--- src/rtl/uart_tx_param.sv ---
// ---------------------------------------------------------------------------
// uart_tx_param
//
// UART transmitter with a built-in transmit FIFO. Words arrive over a
// valid/ready handshake and go out LSB-first on txd. Frames queued in the
// FIFO are sent back-to-back with no idle gap between them.
//
// Frame: start (0), DATA_BITS data bits, optional parity bit, STOP_BITS
// stop bits (1). Every bit lasts DIV = CLK_FREQ / BAUD clock cycles.
//
// Optional feature macro: UART_TX_PARITY_EN
//   defined   - PARITY state and parity generator are built; parity_mode
//               selects 00 none, 01 even, 10 odd, 11 none.
//   undefined - no parity bit is ever sent; parity_mode is ignored.
//
// Ports:
//   clk         in   clock
//   reset       in   synchronous, active-high reset
//   tx_data     in   [DATA_BITS]  word to send
//   tx_valid    in   tx_data is valid
//   tx_ready    out  FIFO can accept a word
//   parity_mode in   [2]  parity select, sampled when a word is popped
//   txd         out  registered serial output, idle high
//   busy        out  registered: frame in progress or FIFO non-empty
//   fifo_count  out  [$clog2(FIFO_DEPTH)+1]  current FIFO occupancy
// ---------------------------------------------------------------------------
module uart_tx_param #(
  parameter int CLK_FREQ   = 100_000_000,
  parameter int BAUD       = 9600,
  parameter int DATA_BITS  = 8,
  parameter int STOP_BITS  = 1,
  parameter int FIFO_DEPTH = 4
) (
  input  logic                            clk,
  input  logic                            reset,
  input  logic [DATA_BITS-1:0]            tx_data,
  input  logic                            tx_valid,
  output logic                            tx_ready,
  input  logic [1:0]                      parity_mode,
  output logic                            txd,
  output logic                            busy,
  output logic [$clog2(FIFO_DEPTH):0]     fifo_count
);

  localparam int DIV   = CLK_FREQ / BAUD;
  localparam int CNT_W = $clog2(DIV);
  localparam int BIT_W = $clog2(DATA_BITS);
  localparam int AW    = $clog2(FIFO_DEPTH);
  localparam int CW    = AW + 1;

  localparam logic [2:0] ST_IDLE   = 3'd0;
  localparam logic [2:0] ST_START  = 3'd1;
  localparam logic [2:0] ST_DATA   = 3'd2;
`ifdef UART_TX_PARITY_EN
  localparam logic [2:0] ST_PARITY = 3'd3;
`endif
  localparam logic [2:0] ST_STOP   = 3'd4;

  // -------------------------------------------------------------------------
  // Transmit FIFO
  // -------------------------------------------------------------------------
  logic [DATA_BITS-1:0] mem [FIFO_DEPTH];
  logic [AW-1:0]        wr_ptr_q, rd_ptr_q;
  logic [CW-1:0]        count_q;
  logic                 full, empty, push, pop;
  logic [DATA_BITS-1:0] head;

  assign full     = (count_q == CW'(FIFO_DEPTH));
  assign empty    = (count_q == '0);
  // A full FIFO refuses the word even when a pop happens on the same edge.
  assign tx_ready = !full && !reset;
  assign push     = tx_valid && tx_ready;
  assign head     = mem[rd_ptr_q];

  always_ff @(posedge clk) begin
    if (reset) begin
      wr_ptr_q <= '0;
      rd_ptr_q <= '0;
      count_q  <= '0;
    end else begin
      if (push) wr_ptr_q <= wr_ptr_q + 1'b1;
      if (pop)  rd_ptr_q <= rd_ptr_q + 1'b1;
      case ({push, pop})
        2'b10:   count_q <= count_q + 1'b1;
        2'b01:   count_q <= count_q - 1'b1;
        default: count_q <= count_q;
      endcase
    end
  end

  // NOTE: the storage array has no reset; stale words are never read because
  // occupancy and pointers are reset, and leaving it unreset keeps it RAM-mappable.
  always_ff @(posedge clk) begin
    if (push) mem[wr_ptr_q] <= tx_data;
  end

  // -------------------------------------------------------------------------
  // Transmit FSM
  // -------------------------------------------------------------------------
  logic [2:0]           state_q, state_d;
  logic [CNT_W-1:0]     cnt_q, cnt_d;
  logic [BIT_W-1:0]     bit_q, bit_d;
  logic                 stop_q, stop_d;
  logic [DATA_BITS-1:0] shift_q, shift_d;
  logic                 txd_q, txd_d;
  logic                 busy_q, busy_d;
  logic                 bit_end;
  logic                 last_stop;

`ifdef UART_TX_PARITY_EN
  logic par_en_q, par_en_d;
  logic par_bit_q, par_bit_d;
`else
  logic parity_mode_unused;
  assign parity_mode_unused = ^parity_mode;
`endif

  assign bit_end   = (cnt_q == CNT_W'(DIV - 1));
  assign last_stop = (stop_q == 1'(STOP_BITS - 1));

  // NOTE: every signal gets a default at the top of the block so no path
  // leaves one unassigned, which would infer a latch.
  always_comb begin
    state_d = state_q;
    cnt_d   = cnt_q;
    bit_d   = bit_q;
    stop_d  = stop_q;
    shift_d = shift_q;
    pop     = 1'b0;
`ifdef UART_TX_PARITY_EN
    par_en_d  = par_en_q;
    par_bit_d = par_bit_q;
`endif

    // The baud counter free-runs through a frame, wrapping at each bit end.
    if (state_q != ST_IDLE) cnt_d = bit_end ? '0 : cnt_q + 1'b1;

    case (state_q)
      ST_IDLE: begin
        cnt_d = '0;
        if (!empty) begin
          pop     = 1'b1;
          state_d = ST_START;
        end
      end
      ST_START: begin
        if (bit_end) begin
          bit_d   = '0;
          state_d = ST_DATA;
        end
      end
      ST_DATA: begin
        if (bit_end) begin
          shift_d = shift_q >> 1;
          if (bit_q == BIT_W'(DATA_BITS - 1)) begin
            stop_d = 1'b0;
`ifdef UART_TX_PARITY_EN
            state_d = par_en_q ? ST_PARITY : ST_STOP;
`else
            state_d = ST_STOP;
`endif
          end else begin
            bit_d = bit_q + 1'b1;
          end
        end
      end
`ifdef UART_TX_PARITY_EN
      ST_PARITY: begin
        if (bit_end) begin
          stop_d  = 1'b0;
          state_d = ST_STOP;
        end
      end
`endif
      ST_STOP: begin
        if (bit_end) begin
          if (!last_stop) begin
            stop_d = 1'b1;
          end else if (!empty) begin
            // Chain straight into the next frame: no idle bit in between.
            pop     = 1'b1;
            state_d = ST_START;
          end else begin
            state_d = ST_IDLE;
          end
        end
      end
      default: state_d = ST_IDLE;
    endcase

    // Load the head word and the parity setting at frame start.
    if (pop) begin
      shift_d = head;
      bit_d   = '0;
      cnt_d   = '0;
`ifdef UART_TX_PARITY_EN
      par_en_d  = (parity_mode == 2'b01) || (parity_mode == 2'b10);
      par_bit_d = (^head) ^ (parity_mode == 2'b10);
`endif
    end
  end

  // txd and busy are registered from the current state, so the line trails
  // the FSM by one cycle and each bit is still exactly DIV cycles long.
  always_comb begin
    case (state_q)
      ST_START:  txd_d = 1'b0;
      ST_DATA:   txd_d = shift_q[0];
`ifdef UART_TX_PARITY_EN
      ST_PARITY: txd_d = par_bit_q;
`endif
      default:   txd_d = 1'b1;
    endcase
    busy_d = (state_q != ST_IDLE) || (count_q != '0);
  end

  // NOTE: sequential state uses non-blocking assignments so every register
  // samples its input from before the edge, independent of statement order.
  always_ff @(posedge clk) begin
    if (reset) begin
      state_q <= ST_IDLE;
      cnt_q   <= '0;
      bit_q   <= '0;
      stop_q  <= 1'b0;
      shift_q <= '0;
      txd_q   <= 1'b1;
      busy_q  <= 1'b0;
`ifdef UART_TX_PARITY_EN
      par_en_q  <= 1'b0;
      par_bit_q <= 1'b0;
`endif
    end else begin
      state_q <= state_d;
      cnt_q   <= cnt_d;
      bit_q   <= bit_d;
      stop_q  <= stop_d;
      shift_q <= shift_d;
      txd_q   <= txd_d;
      busy_q  <= busy_d;
`ifdef UART_TX_PARITY_EN
      par_en_q  <= par_en_d;
      par_bit_q <= par_bit_d;
`endif
    end
  end

  assign txd        = txd_q;
  assign busy       = busy_q;
  assign fifo_count = count_q;

endmodule

--- config.mk ---
export PLATFORM = sky130hd
export DESIGN_NAME = uart_tx_param
export DESIGN_NICKNAME = d
export VERILOG_FILES = /design/src/rtl/uart_tx_param.sv
export SDC_FILE = /design/constraint.sdc
export NUM_CORES = 1
export LEC_CHECK = 0
export BUFFER_PORTS_ARGS = -buffer_cell sky130_fd_sc_hd__buf_2
export CAP_MARGIN = 20
export CORE_MARGIN = 2
export CORE_UTILIZATION = 59
export DETAILED_ROUTE_END_ITERATION = 8
export PLACE_DENSITY = 0.77
export SLEW_MARGIN = 20
export SYNTH_ARGS = -nofsm -noshare
export SYNTH_HDL_FRONTEND = slang
export SYNTH_SLANG_ARGS = --single-unit
--- constraint.sdc ---
create_clock -name clk -period 3.5 [get_ports clk]
set_clock_uncertainty 0.15 [all_clocks]
set_input_delay 1.05 -clock clk [delete_from_list [all_inputs] [get_ports clk]]
set_output_delay 1.05 -clock clk [all_outputs]
set_load 0.01 [all_outputs]
==> results by group, run 1 <==
STA
  – Fin crit share: 0.860
  – Max-slew violations: 0
  – Tightest Pin Transition: 0.556 ns
  – RSZ-0062 raised after global routing: false
  – Relative slew slack: 0.629
  – Final setup vio count: 0
  – Setup_tns: 0 ns
  – Final hold vios: 0
  – Hold_ws: 0.308 ns
  – Worst setup margin: 0.490 ns
  – Minimum clock period: 3.01 ns
  – Max Freq: 0.332 GHz

Place
  – Port Buffers: 16
  – HPWL Detailed: 3.36 mm
  – Post-Place Cells: 326
  – Post-Place Setup Slack: 0.509 ns
  – GPL Wtd Cong: 0.780

Critical path
  – Setup crit start kind: flip-flop
  – Type of destination of the critical path: flip-flop
  – CP Class: flip-flop to flip-flop
  – CP endpoint: fifo_count[2]
  – Req. time, crit path: 3.62 ns
  – R2R setup slack: 0.49 ns
  – Worst EP arrival: 3.13 ns
  – FF-to-FF End: fifo_count[2]
  – Critical Path Start: cnt_q[6]
  – Worst-case reg-to-reg path depth: 10
  – Worst Path Max Fanout: 6
  – Critical register-to-register path startpoint: cnt_q[6]

Route
  – Post-DR wirelength/cell: 14.8 um
  – 1st-iter DRT viols: 53
  – Vias: 1,884
  – Final ANT Viol Nets: 0
  – Total Wirelength: 5.05 mm
  – Iteration count of the initial detailed-routing pass: 4
  – Via density: 5.51
  – Remaining DRCs: 0

Finish
  – Area of the multi-input gates: 0.00113 mm^2
  – Final nets: 292
  – Area delta synth->final: 11.1%
  – Layout cell share with drive strength beyond 1: 0.182
  – Fill count: 382
  – Storage cell area: 0.00174 mm^2
  – Non-filler instance count after layout: 342
  – Antenna cells: 0

Logic synthesis
  – Sequential area share after synthesis: 0.585
  – Post-synth EDFFs: 32
  – Synth Cell Area: 0.00298 mm^2
  – Syn nets: 273
  – Synth Warn #: 0
  – Most used DFF post-synth: dfxtp_1
  – Netlist cell types: 44
  – Synth Area per Inst: 11.9 um^2
  – Gate Count Post-Synth: 251
  – FFs w/ async S/R, synth: 0
  – Synth Register Bits: 71

Clocking
  – Clock-pin slew on the worst setup and hold paths: 0.07 ns
  – CTS Root Cell: clkbuf_8
  – CTS-repair resized insts: 0
  – Worst-skew pair later-pin latency: 0.34 ns
  – Hold_buf cts: 0
  – CTS Buf Count: 9
  – H-tree Lvls: 3
  – Setup bufs post-CTS: 0
  – CTS Buffer Depth: 2
  – Num Clock Sinks: 71
  – CTS tree: built

GRT
  – First-pass GRT wire length: 8.47 mm
  – All-Layer GR Usage: 0.209
  – Largest net degree at the start of global routing: 21
  – Grt ovf: 0
  – Initial antenna violation count: 0
  – Vias in the first global route: 1,843

Run
  – MaxCap Viol Count: 0

Power and ir drop
  – P_int: 1.56 mW
  – Sw Share: 0.303
  – Leak pwr: 1.15 nW
  – Total power: 2.23 mW
  – Sequential share of power: 0.471
  – Pwr dens: 676 mW/mm^2
  – Comb pwr share: 0.236
  – Clock Power Share: 0.294
  – Peak VDD IR: 492 uV
  – P_sw: 676 uW

Floorplanning
  – Initial Utilization: 0.622
  – Core ar.: 0.00479 mm^2
  – Die area: 0.00563 mm^2
  – Die W: 75.0 um
  – Num rows: 25
  – I/O pins: 19
  – Die Y: 75.0 um

Min path
  – Hold Crit Class: flip-flop to flip-flop

Outcome
  – Status: completed
## registers in the layout, indices dropped and copies added (netlist names), named ones only
| signal | flops |
|---|---|
| cnt_q | 14 |
| state_q | 3 |
| bit_q | 3 |
| fifo_count | 3 |
| wr_ptr_q | 2 |
| shift_q | 8 |
| rd_ptr_q | 2 |
| txd | 1 |
| mem | 32 |
| busy | 1 |
## layout make-up
cell class | count | area share
clock buffer | 10 | 0.0416
clock inverter | 6 | 0.0208
inverter | 12 | 0.0136
multi-input combinational | 157 | 0.341
sequential | 71 | 0.527
tap | 67 | 0.0254
timing repair buffer | 19 | 0.0310
## placed cells by master (no fill, tap or decap), drive strengths merged, types with 2 or more instances in the layout
cell type  netlist  final
nand3           12     12
or3b             2      2
a31oi            2      2
or3              3      3
inv             12     13
nor3             9      9
clkinv           0      3
a22oi            5      5
edfxtp          32     32
mux4             8      8
nand2           14     14
nor2            28     28
and2             2      2
ha               8      8
nor4             3      3
xor2             7      7
clkbuf           6     10
nand2b           3      3
dfxtp           39     39
buf              5     19
a21oi           15     15
nand4            6      6
and3             4      4
o21ai            3      3
xnor2            9      9
## routing by layer
metal	global-route usage	share of wire	vias up
met2	0.350	0.50	30
met1	0.249	0.45	904
met3	0.0763	0.034	8
li1	-	-	942
met4	0.0774	0.014	0
met5	0	0	-
## how the worst min path moves through the flow
stage	from	end	slack, ns	cells past startpoint
after floorplan	cnt_q[0]	cnt_q[0]	0.27	1
after global placement	cnt_q[0]	cnt_q[0]	0.28	1
after detailed placement	cnt_q[0]	cnt_q[0]	0.28	1
after CTS	cnt_q[0]	cnt_q[0]	0.30	1
after global routing	cnt_q[0]	cnt_q[0]	0.33	1
final	cnt_q[0]	cnt_q[0]	0.31	1
## synthesized netlist by cell type (2+ instances only)
master / instances / area [um^2]
dfxtp_1: 39 / 781
edfxtp_1: 32 / 961
nor2_1: 28 / 105
a21oi_1: 15 / 75.1
nand2_1: 14 / 52.6
nand3_1: 12 / 60.1
inv_1: 11 / 41.3
nor3_1: 9 / 45.0
xnor2_1: 9 / 78.8
ha_1: 8 / 100
mux4_2: 8 / 180
xor2_1: 7 / 61.3
clkbuf_1: 6 / 22.5
nand4_1: 6 / 37.5
a22oi_1: 5 / 37.5
and3_1: 4 / 25.0
nand2b_1: 3 / 18.8
or3_1: 3 / 18.8
a31oi_1: 2 / 12.5
and2_1: 2 / 12.5
buf_2: 2 / 10.0
buf_6: 2 / 22.5
o21ai_0: 2 / 10.0
or3b_2: 2 / 17.5
## power by group through the flow
stage | combinational, mW | clock [mW] | sequential (mW)
floorplan | 0.432 | 0 | 1.04
global route | 0.593 | 0.702 | 1.07
global placement | 0.510 | 0 | 1.07
detailed placement | 0.522 | 0 | 1.07
CTS | 0.530 | 0.673 | 1.05
finish | 0.527 | 0.656 | 1.05
## logic make-up (layout without fill, tap and decap cells)
logic type	Yosys count	count (layout)	share of synthesized area
adder cells (fa/ha/maj)	9	9	0.0404
AND/OR/NAND/NOR	93	93	0.166
XOR/XNOR	16	16	0.0471
buffers and inverters	23	47	0.0362
flip-flops	71	71	0.585
multiplexers	9	9	0.0639
AO/OA/AOI/OAI	30	30	0.0614
## critical path, cell delays in order (launching register included)
cell     delay (ns)
dfxtp_1        0.34
or4b_4         0.58
nor4_4         0.48
o21ai_2        0.11
inv_2          0.07
ha_1           0.17
inv_1          0.06
fa_1           0.37
xor2_1         0.15
or3_1          0.30
a21oi_1        0.14
## through the flow
step                      cell area, um^2  utilization
after floorplan                      2980            -
after global placement               3100        0.648
after detailed placement             3100        0.648
after CTS                            3310        0.691
after global routing                 3310        0.691
final                                3310        0.691
Power figures use the tool's default switching activity.
==> inputs of run 2 (changes only) <==
- CELL_PAD_IN_SITES_DETAIL_PLACEMENT: unset -> 1
- CELL_PAD_IN_SITES_GLOBAL_PLACEMENT: unset -> 2
- CORE_UTILIZATION: 59 -> 41
- PLACE_DENSITY: 0.77 -> 0.78
==> run 2 against run 1 <==
Net effect: register-to-register slack improved by 0.02 ns; die area rose by 41%; critical path depth unchanged; clock-buffer cell count fell by 1; clock power fell by 0.9%; wire length rose by 9.4%; non-clock buffer count rose by 1; power hardly changed; global-route usage down 5.6 points; critical path type unchanged.
==> results by group, run 2 (same netlist as run 1, synthesis figures left out) <==
Outcome
  – Status: completed

Finish
  – Number of flip-flops in the largest register: 32 (unchanged)
  – Most frequent cells in the layout: dfxtp_1 (39), edfxtp_1 (32), nor2_1 (28), buf_2 (16), a21oi_1 (15)
  – Most common library cell in the layout ignoring fill and taps: dfxtp_1
  – Layout cell share with drive strength beyond 1: 0.185 (+0.00296)
  – Top flop regs: mem x32, cnt_q x14, shift_q x8
  – Area delta synth->final: 12.2%
  – Largest register by flop count: mem
  – Final nets: 293 (+0.34%)
  – Antenna cells: 0 (unchanged)

Route
  – Total Wirelength: 5.53 mm (+9.4%)
  – Remaining DRCs: 0 (unchanged)
  – Via density: 5.13 (-6.8%)
  – Final ANT Viol Nets: 0 (unchanged)
  – Post-DR wirelength/cell: 14.7 um (-0.18%)
  – 1st-iter DRT viols: 61 (+15%)
  – Iteration count of the initial detailed-routing pass: 4 (unchanged)
  – Vias: 1,925 (+2.2%)

Critical path
  – Worst EP arrival: 3.14 ns (about the same)
  – Worst Path Max Fanout: 6 (unchanged)
  – Setup crit start kind: flip-flop
  – Critical Path Start: cnt_q[7]
  – Critical register-to-register path startpoint: cnt_q[7]
  – Type of destination of the critical path: flip-flop
  – CP Class: flip-flop to flip-flop
  – Req. time, crit path: 3.64 ns (+0.02 ns)

Power and ir drop
  – Clock Power Share: 0.291 (-0.003)
  – P_int: 1.49 mW (-4.3%)
  – Leak pwr: 1.15 nW (+0.26%)
  – Comb pwr share: 0.240 (+0.004)
  – Sequential share of power: 0.469 (-0.002)
  – Pwr dens: 669 mW/mm^2 (-0.94%)
  – Sw Share: 0.334 (+0.0306)
  – P_sw: 745 uW (+10%)
  – Peak VDD IR: 307 uV (-38%)
  – Total power: 2.23 mW (about the same)

STA
  – Fin crit share: 0.855 (-0.00472)
  – Final hold vios: 0 (unchanged)
  – Minimum clock period: 2.99 ns (-0.0165 ns)
  – Hold_ws: 0.313 ns (+0.00500 ns)
  – Max Freq: 0.334 GHz (+0.55%)
  – Tightest Pin Transition: 0.590 ns (+0.0334 ns)
  – Final setup vio count: 0 (unchanged)
  – RSZ-0062 raised after global routing: false
  – Worst setup margin: 0.506 ns (+0.0165 ns)
  – Setup_tns: 0 ns (unchanged)
  – Relative slew slack: 0.606 (-0.0223)
  – Max-slew violations: 0 (unchanged)

Floorplanning
  – Die area: 0.00795 mm^2 (+41%)
  – Die W: 89.2 um (+19%)
  – Die Y: 89.2 um (+19%)
  – I/O pins: 19 (unchanged)
  – Core ar.: 0.00714 mm^2 (+49%)
  – Initial Utilization: 0.417 (-0.205)
  – Num rows: 31 (+24%)

Place
  – Port Buffers: 16 (unchanged)
  – GPL Wtd Cong: 0.705 (-9.6%)
  – Post-Place Setup Slack: 0.518 ns (+0.00827 ns)
  – HPWL Detailed: 3.82 mm (+14%)

GRT
  – All-Layer GR Usage: 0.153 (-0.0563)
  – Largest net degree at the start of global routing: 21 (unchanged)
  – Grt ovf: 0 (unchanged)
  – Initial antenna violation count: 0 (unchanged)
  – First-pass GRT wire length: 9.04 mm (+6.8%)
  – Vias in the first global route: 1,859 (+0.87%)

Clocking
  – CTS-repair resized insts: 0 (unchanged)
  – H-tree Lvls: 3 (unchanged)
  – CTS Buf Count: 9 (unchanged)
  – CTS Buffer Depth: 2 (unchanged)
  – Hold_buf cts: 0 (unchanged)
  – Worst-skew pair later-pin latency: 0.36 ns (+0.02 ns)
  – CTS Root Cell: clkbuf_8
  – CTS tree: built
  – Num Clock Sinks: 71 (unchanged)
  – Clock-pin slew on the worst setup and hold paths: 0.09 ns (+0.02 ns)
  – Setup bufs post-CTS: 0 (unchanged)

Min path
  – Hold Crit Class: flip-flop to flip-flop
  – Min-Delay Startpoint: bit_q[2]

Run
  – MaxCap Viol Count: 0 (unchanged)
run 2: cell count changes in the layout (fill, tap and decap cells not counted), sizes merged:
cell and change:
clkinvlp -1, buf +1, clkbuf -1, clkinv -3, inv +6, bufinv -1
run 2: critical path, stage by stage (launching register included):
cell and delay, ns:
dfxtp_1 0.41, or4b_4 0.52, nor4_4 0.46, o21ai_2 0.11
inv_2 0.08, ha_1 0.17, inv_1 0.06, fa_1 0.38
xor2_1 0.16, or3_1 0.30, a21oi_1 0.13
run 2: layout make-up:
type | instances | area (um^2)
fill | 792 | 3800
sequential | 71 | 1740
multi-input combinational | 157 | 1130
clock buffer | 9 | 124
tap | 99 | 124
timing repair buffer | 20 | 110
clock inverter | 7 | 68.8
inverter | 12 | 45.0
run 2: power groups by stage:
stage          Combinational (mW)  Sequential, mW  Clock, mW
2_1_floorplan               0.432            1.04          0
3_3_place_gp                0.531            1.07          0
3_5_place_dp                0.540            1.07          0
4_1_cts                     0.545            1.05      0.669
5_1_grt                     0.609            1.07      0.702
6_report                    0.536            1.05      0.650
run 2: metal layers:
| layer | vias up | global-route usage | share of wire |
|---|---|---|---|
| met1 | 950 | 0.195 | 0.46 |
| met3 | 6 | 0.0582 | 0.036 |
| met4 | 0 | 0.0488 | 0.011 |
| met2 | 25 | 0.242 | 0.49 |
| li1 | 944 | - | - |
| met5 | - | 0 | 0 |
run 2: path summary, 6_finish.rpt:
| kind | to | slack (ns) | cells after the start |
|---|---|---|---|
| worst max-delay path | fifo_count[2] | 0.51 | 10 |
| worst min-delay path | bit_q[2] | 0.31 | 2 |
| worst max register to register | fifo_count[2] | 0.51 | 10 |
| worst min register to register | bit_q[2] | 0.31 | 2 |
run 2: per-stage QoR:
step / cells / cell area, um^2 / util
CTS: 375 / 3340 / 0.468
detailed placement: 359 / 3150 / 0.441
global placement: 359 / 3150 / 0.441
floorplan: 251 / 2980 / -
finish: 375 / 3340 / 0.468
global route: 375 / 3340 / 0.468
